$ cat src/rtl/scan_counter_n.sv
// scan_counter_n: parametrised digit-scan counter for a seven-segment bank.
//
// Counts 0..LAST up or down, advancing once every PRESCALE enabled clock
// cycles, and drives an active-low one-hot digit select from the registered
// count. A synchronous load overrides stepping. tick pulses for one cycle
// whenever the counter shows a newly stepped value; wrap pulses with tick
// when that step crossed the LAST/0 boundary.
//
// Optional feature (macro SCAN_BLANK_EN): after every step or load, sel_n is
// held all ones for BLANK_CYCLES clocks before showing the new digit. Without
// the macro there is no blank timer and BLANK_CYCLES is ignored.
//
// Ports:
//   clk       system clock, rising edge
//   rst       asynchronous active-low reset
//   en        count enable (gates the prescaler)
//   up        direction: 1 = increment, 0 = decrement
//   load      synchronous load request, wins over stepping
//   load_val  value to load; values above LAST load as 0
//   counter   registered count
//   sel_n     registered active-low one-hot decode of counter
//   tick      one-cycle step strobe
//   wrap      one-cycle wrap strobe, coincident with tick
module scan_counter_n #(
  parameter int unsigned WIDTH        = 2,
  parameter int unsigned LAST         = 3,
  parameter int unsigned PRESCALE     = 1,
  parameter int unsigned BLANK_CYCLES = 2
) (
  input  logic             clk,
  input  logic             rst,
  input  logic             en,
  input  logic             up,
  input  logic             load,
  input  logic [WIDTH-1:0] load_val,
  output logic [WIDTH-1:0] counter,
  output logic [LAST:0]    sel_n,
  output logic             tick,
  output logic             wrap
);

  localparam int unsigned    PW      = (PRESCALE > 1) ? $clog2(PRESCALE) : 1;
  localparam logic [PW-1:0]  PreMax  = PW'(PRESCALE - 1);
  localparam logic [WIDTH-1:0] CntLast = WIDTH'(LAST);

  logic [PW-1:0]    pre_q, pre_d;
  logic [WIDTH-1:0] cnt_q, cnt_d;
  logic [LAST:0]    sel_n_q, sel_n_d;
  logic             tick_q, tick_d;
  logic             wrap_q, wrap_d;
  logic             step;
  logic [LAST:0]    decode;

  // Prescaler, load and step next-state.
  always_comb begin
    pre_d  = pre_q;
    cnt_d  = cnt_q;
    tick_d = 1'b0;
    wrap_d = 1'b0;
    step   = 1'b0;
    if (load) begin
      pre_d = '0;
      // Widen before comparing so a full-range LAST does not fold to a constant.
      cnt_d = (32'(load_val) <= LAST) ? load_val : '0;
    end else if (en) begin
      if (pre_q == PreMax) begin
        pre_d = '0;
        step  = 1'b1;
      end else begin
        pre_d = pre_q + PW'(1);
      end
    end
    if (step) begin
      tick_d = 1'b1;
      if (up) begin
        if (cnt_q == CntLast) begin
          cnt_d  = '0;
          wrap_d = 1'b1;
        end else begin
          cnt_d = cnt_q + WIDTH'(1);
        end
      end else begin
        if (cnt_q == '0) begin
          cnt_d  = CntLast;
          wrap_d = 1'b1;
        end else begin
          cnt_d = cnt_q - WIDTH'(1);
        end
      end
    end
  end

  // Decode the next count so sel_n is registered alongside counter.
  always_comb begin
    decode = '1;
    for (int unsigned i = 0; i <= LAST; i++) begin
      if (cnt_d == WIDTH'(i)) begin
        decode[i] = 1'b0;
      end
    end
  end

`ifdef SCAN_BLANK_EN
  localparam int unsigned BW = $clog2(BLANK_CYCLES + 1);

  logic [BW-1:0] blank_q, blank_d;

  // Timer reloads on every step/load and runs down regardless of en; the
  // select stays dark while the next timer value is non-zero.
  always_comb begin
    blank_d = blank_q;
    if (step || load) begin
      blank_d = BW'(BLANK_CYCLES);
    end else if (blank_q != '0) begin
      blank_d = blank_q - BW'(1);
    end
    sel_n_d = (blank_d != '0) ? '1 : decode;
  end

  always_ff @(posedge clk or negedge rst) begin
    if (!rst) begin
      blank_q <= '0;
    end else begin
      blank_q <= blank_d;
    end
  end
`else
  always_comb begin
    sel_n_d = decode;
  end
`endif

  always_ff @(posedge clk or negedge rst) begin
    if (!rst) begin
      pre_q      <= '0;
      cnt_q      <= '0;
      sel_n_q    <= '1;
      sel_n_q[0] <= 1'b0;
      tick_q     <= 1'b0;
      wrap_q     <= 1'b0;
    end else begin
      pre_q   <= pre_d;
      cnt_q   <= cnt_d;
      sel_n_q <= sel_n_d;
      tick_q  <= tick_d;
      wrap_q  <= wrap_d;
    end
  end

  assign counter = cnt_q;
  assign sel_n   = sel_n_q;
  assign tick    = tick_q;
  assign wrap    = wrap_q;

endmodule

$ cat config.mk
export PLATFORM = sky130hd
export DESIGN_NAME = scan_counter_n
export DESIGN_NICKNAME = d
export VERILOG_FILES = /design/src/rtl/scan_counter_n.sv
export SDC_FILE = /design/constraint.sdc
export NUM_CORES = 1
export LEC_CHECK = 0
export CAP_MARGIN = 25
export CORE_AREA = 4 4 41 43
export DETAILED_ROUTE_END_ITERATION = 16
export DIE_AREA = 0 0 45 47
export DONT_BUFFER_PORTS = 1
export SKIP_LAST_GASP = 1
export SYNTH_ARGS = -nofsm -noshare
export SYNTH_HDL_FRONTEND = slang
export SYNTH_SLANG_ARGS = --single-unit
$ cat constraint.sdc
create_clock -name clk -period 1.8 [get_ports clk]
set_clock_uncertainty 0.05 [all_clocks]
set_input_delay 0.18 -clock clk [delete_from_list [all_inputs] [get_ports clk]]
set_output_delay 0.18 -clock clk [all_outputs]
set_load 0.05 [all_outputs]
Yosys cells after proc, flatten, opt, wreduce, memory -nomap -nowiden

Index checks and enable logic that the tools add are counted.
Widths: inputs -> output; s select.

Reductions and logical operators: 3
Add/subtract/negate cells: 3
Mux-type cells: 20
Equality and inequality tests: 4

Operator list:

| operator            | count |
|---|---|
| $mux 1              | 15 |
| $mux 2              | 5 |
| $eq 2x2->1 const B  | 3 |
| $logic_not 2->1     | 2 |
| $add 2x1->2 const B | 1 |
| $eq 2x1->1 const B  | 1 |
| $reduce_bool 2->1   | 1 |
| $sub 2x1->2 const B | 1 |
| $add 1x1->1 const B | 1 |

Logic and storage cells: 35
Bits in registers: 9

Logic depth before layout (Yosys ltp)

Depth after elaboration: 6
Mapped depth: 5
Mapped depth without buffers: 5

Least setup slack after synthesis

No wires, ideal clock.

Kind: register to register
From: reg cnt_q[0], in the netlist counter[0]
To: reg sel_n_q[0], in the netlist sel_n[0]
Stages on the path, launching flop included: 6
Slack: -0.098 ns
Required time: 1.626 ns
Library setup time: 0.124 ns
Data arrival time: 1.724 ns
Buffers on the path: 0
Cells stage by stage: dfrtp_1 inv_1 ha_1 xnor2_1 a221o_1 or2_1

Word-level cells in the longest chain between the ends: 6
Elaborated cells on any way between the ends: 11

Ends and longest elaborated chain:

| item                                      | RTL line | text |
|---|---|---|
| from (decl)                               | 47       | `logic [WIDTH-1:0] cnt_q, cnt_d;` |
| from (signal assigned)                    | 143      | `cnt_q <= cnt_d;` |
| $sub 2x1->2, or another cell as far along | 87       | `cnt_d = cnt_q - WIDTH'(1);` |
| $mux 2, on equally long branches          | 83, 76   |  |
| $mux 2 (*)                                | 75       | `if (up) begin` |
| $mux 2 (*)                                | 73       | `if (step) begin` |
| named net cnt_d[1]                        | 47       |  |
| $logic_not 2->1 (*)                       | 97       | `if (cnt_d == WIDTH'(i)) begin` |
| $mux 1 (*)                                | 97       |  |
| named net decode[0]                       | 52       | `logic [LAST:0] decode;` |
| to (signal assigned)                      | 144      | `sel_n_q <= sel_n_d;` |
| to (decl)                                 | 48       | `logic [LAST:0] sel_n_q, sel_n_d;` |

Mark *: on every way through the listed nets, which the timed path passes. The rest lies on a longest branch.
A chain may end at the register's enable or synchronous reset.

Worst setup path in the final report

Ends and elaborated chain as after synthesis.

==> results.py <==
metrics = {
    "status": {
        "outcome": "finished, final reports clean",
    },
    "cts": {
        "path_clk_slew_ps": 60,
        "cts_tree": "yes",
        "cts_setup_buffers": 0,
        "cts_made_buffers": 3,
        "cts_sinks": 8,
        "cts_htree_levels": 1,
        "cts-root-buf": "clkbuf_4",
        "clockBufferDepth": 2,
        "insertion_delay_ps": 250,
    },
    "critical_path": {
        "startpoint": "counter[0]",
        "path_max_fanout": 5,
        "reg2regPathDepth": 5,
        "r2r_start": "counter[0]",
        "crit_path_end_kind": "flip-flop",
        "worstPathArrival_ps": 1670,
        "worst-setup-path-type": "flip-flop to flip-flop",
        "r2r_setup_slack_ps": 220,
        "crit_end": "sel_n[0]",
        "required_ps": 1890,
        "start_kind": "flip-flop",
        "timing.rr.end": "sel_n[0]",
    },
    "route": {
        "via_per_inst": 4.729,
        "num_vias": 227,
        "drtIter0Drc": 2,
        "wl_um": 723,
        "drt-wirelength-per-cell_um": 15.06,
        "antenna_left": 0,
        "drcViolationCount": 0,
        "first_pass_iters": 2,
    },
    "yosys": {
        "ys_ff_latch": 8,
        "synth_area_um2": 329.1,
        "yosys-top-cells-area": "dfrtp_1 38%, dfstp_2 24%, ha_1 7.6%, xnor2_1 5.3%, a221o_1 3.0%",
        "syn_inst": 25,
        "synth_top_area_share_pct": 38.02,
        "synth_nets": 34,
        "ys.flop_type": "dfrtp_1",
        "synth_cell_types": 15,
        "synth_top_area_cell": "dfrtp_1",
        "synth-edff-count": 0,
        "synth_warnings": 0,
        "async_flop_share_pct": 100.0,
        "synth_common_cells": "5 x dfrtp_1, 3 x dfstp_2",
        "synth.avg_cell_area_um2": 13.16,
        "seq_area_frac_synth_pct": 61.98,
        "yosys.cell_count.top_type": "dfrtp_1",
    },
    "timing": {
        "fin_setup_tns_ps": 0,
        "setup_slack_ps": 219.4,
        "rsz0062_at_grt": "false",
        "fmax_ghz": 0.6327,
        "fin_crit_ps": 1581,
        "setup_violations": 0,
        "worst_slew_pin_slew_ps": 463.0,
        "slew_headroom_pct": 69.16,
        "hold_slack_ps": 74.16,
        "drv_slew": 0,
        "finalHoldViolCount": 0,
        "period_share_pct": 87.81,
    },
    "hold_path": {
        "hp-class": "input pin to flip-flop",
    },
    "grt": {
        "grt_max_degree": 9,
        "antenna_found_initial": 0,
        "gr-usage-all-layers_pct": 9.076,
        "grt_pass1_wl_mm": 1.262,
        "grt_overflow": 0,
        "grt_pass1_vias": 289,
    },
    "die": {
        "start_util_pct": 25.29,
        "die_w_um": 45,
        "fp.dieH_um": 47,
        "core-area_um2": 1301,
        "rows": 13,
        "die_area_um2": 2115,
        "ios": 15,
    },
    "cells_and_area": {
        "final_nets": 43,
        "n_fill_cell": 144,
        "fin_cells": 48,
        "syn2layout_area_growth_pct": 25.09,
        "antenna_cells": 0,
        "drive_above_1_share_pct": 33.33,
    },
    "pwr": {
        "power_density_nw_per_um2": 1236,
        "ir_worst_vdd_mv": 0.3601,
        "p_leak_nw": 0.1781,
    },
    "placement": {
        "io_buffers": 0,
        "gp_congestion": 0.6900,
        "pre_cts_slack_ps": 213.5,
        "placed_cells": 42,
    },
    "job": {
        "drv_cap": 0,
    },
}
## per-layer routing
layer	track usage (%)	share of wire [%]	up-vias	wire, um
li1	-	-	99	-
met1	9.070	37	112	269
met2	14.12	50	14	359
met3	2.682	10	2	74
met4	10.53	2.6	0	19
met5	0	0	-	0
## critical path, cell delays in order, from the launching register on
cell and delay, ps:
dfrtp_2 350, inv_1 40, ha_1 290, xnor2_1 130, a221o_1 360, or2_1 250
## worst min-delay path by stage
stage | start | end | slack (ps) | depth (start not counted)
2_1_floorplan | rst | counter[0] | -170 | 0
3_3_place_gp | rst | sel_n[0] | -170 | 0
3_5_place_dp | rst | sel_n[0] | -170 | 0
4_1_cts | en | tick | 60 | 1
5_1_grt | en | tick | 70 | 1
6_report | load | sel_n[2] | 70 | 2
## repair_timing
| action | in CTS | in global routing |
|---|---|---|
| gates resized for setup | 0 | 0 |
| hold buffers | 2 | 0 |
| hold endpoints to repair | 10 | 0 |
## report_power, final
group	internal, mW	switching, mW	leakage, nW	total (mW)
Combinational	0.0356	0.0572	0.0723	0.0928
Clock	0.0847	0.0604	0.0150	0.145
Sequential	0.209	0.0620	0.0909	0.271
## area by class of cell
| class | instances | area, um2 | share of cell area (%) |
|---|---|---|---|
| inverter | 2 | 7.507 | 1.824 |
| multi-input combinational | 15 | 117.6 | 28.57 |
| tap | 15 | 18.77 | 4.559 |
| sequential | 8 | 206.4 | 50.15 |
| clock buffer | 4 | 26.28 | 6.383 |
| timing repair buffer | 4 | 35.03 | 8.511 |
## logic make-up after synthesis
kind of cell,Yosys count,share of synthesized area [%]
buffers and inverters,2,2.282
AO/OA/AOI/OAI,3,6.844
multiplexers,1,3.042
AND/OR/NAND/NOR,7,12.93
adder cells (fa/ha/maj),2,7.603
XOR/XNOR,2,5.324
flip-flops,8,61.98
## registers in the layout, indices dropped and copies added, names as in the netlist
name,cells
counter,2
sel_n,4
tick,1
wrap,1
## stage by stage
stage / power [mW] / util (%) / area [um2]
after floorplan: 0.3362 / - / 331.6
after global placement: 0.3535 / 28.08 / 365.4
after detailed placement: 0.3620 / 28.08 / 365.4
after CTS: 0.5233 / 31.63 / 411.6
after global routing: 0.5399 / 31.63 / 411.6
final: 0.5089 / 31.63 / 411.6
## placed cells by master, fill, tap and decap left out, types with 2 or more instances in the layout
cell / n
dfrtp_2: 2
dlygate4sd3_1: 2
inv_1: 2
nand2_1: 2
dfrtp_1: 3
xnor2_1: 2
clkbuf_4: 3
buf_4: 2
dfstp_2: 3
ha_1: 2
Note: power is estimated with default switching activity, not from simulation.
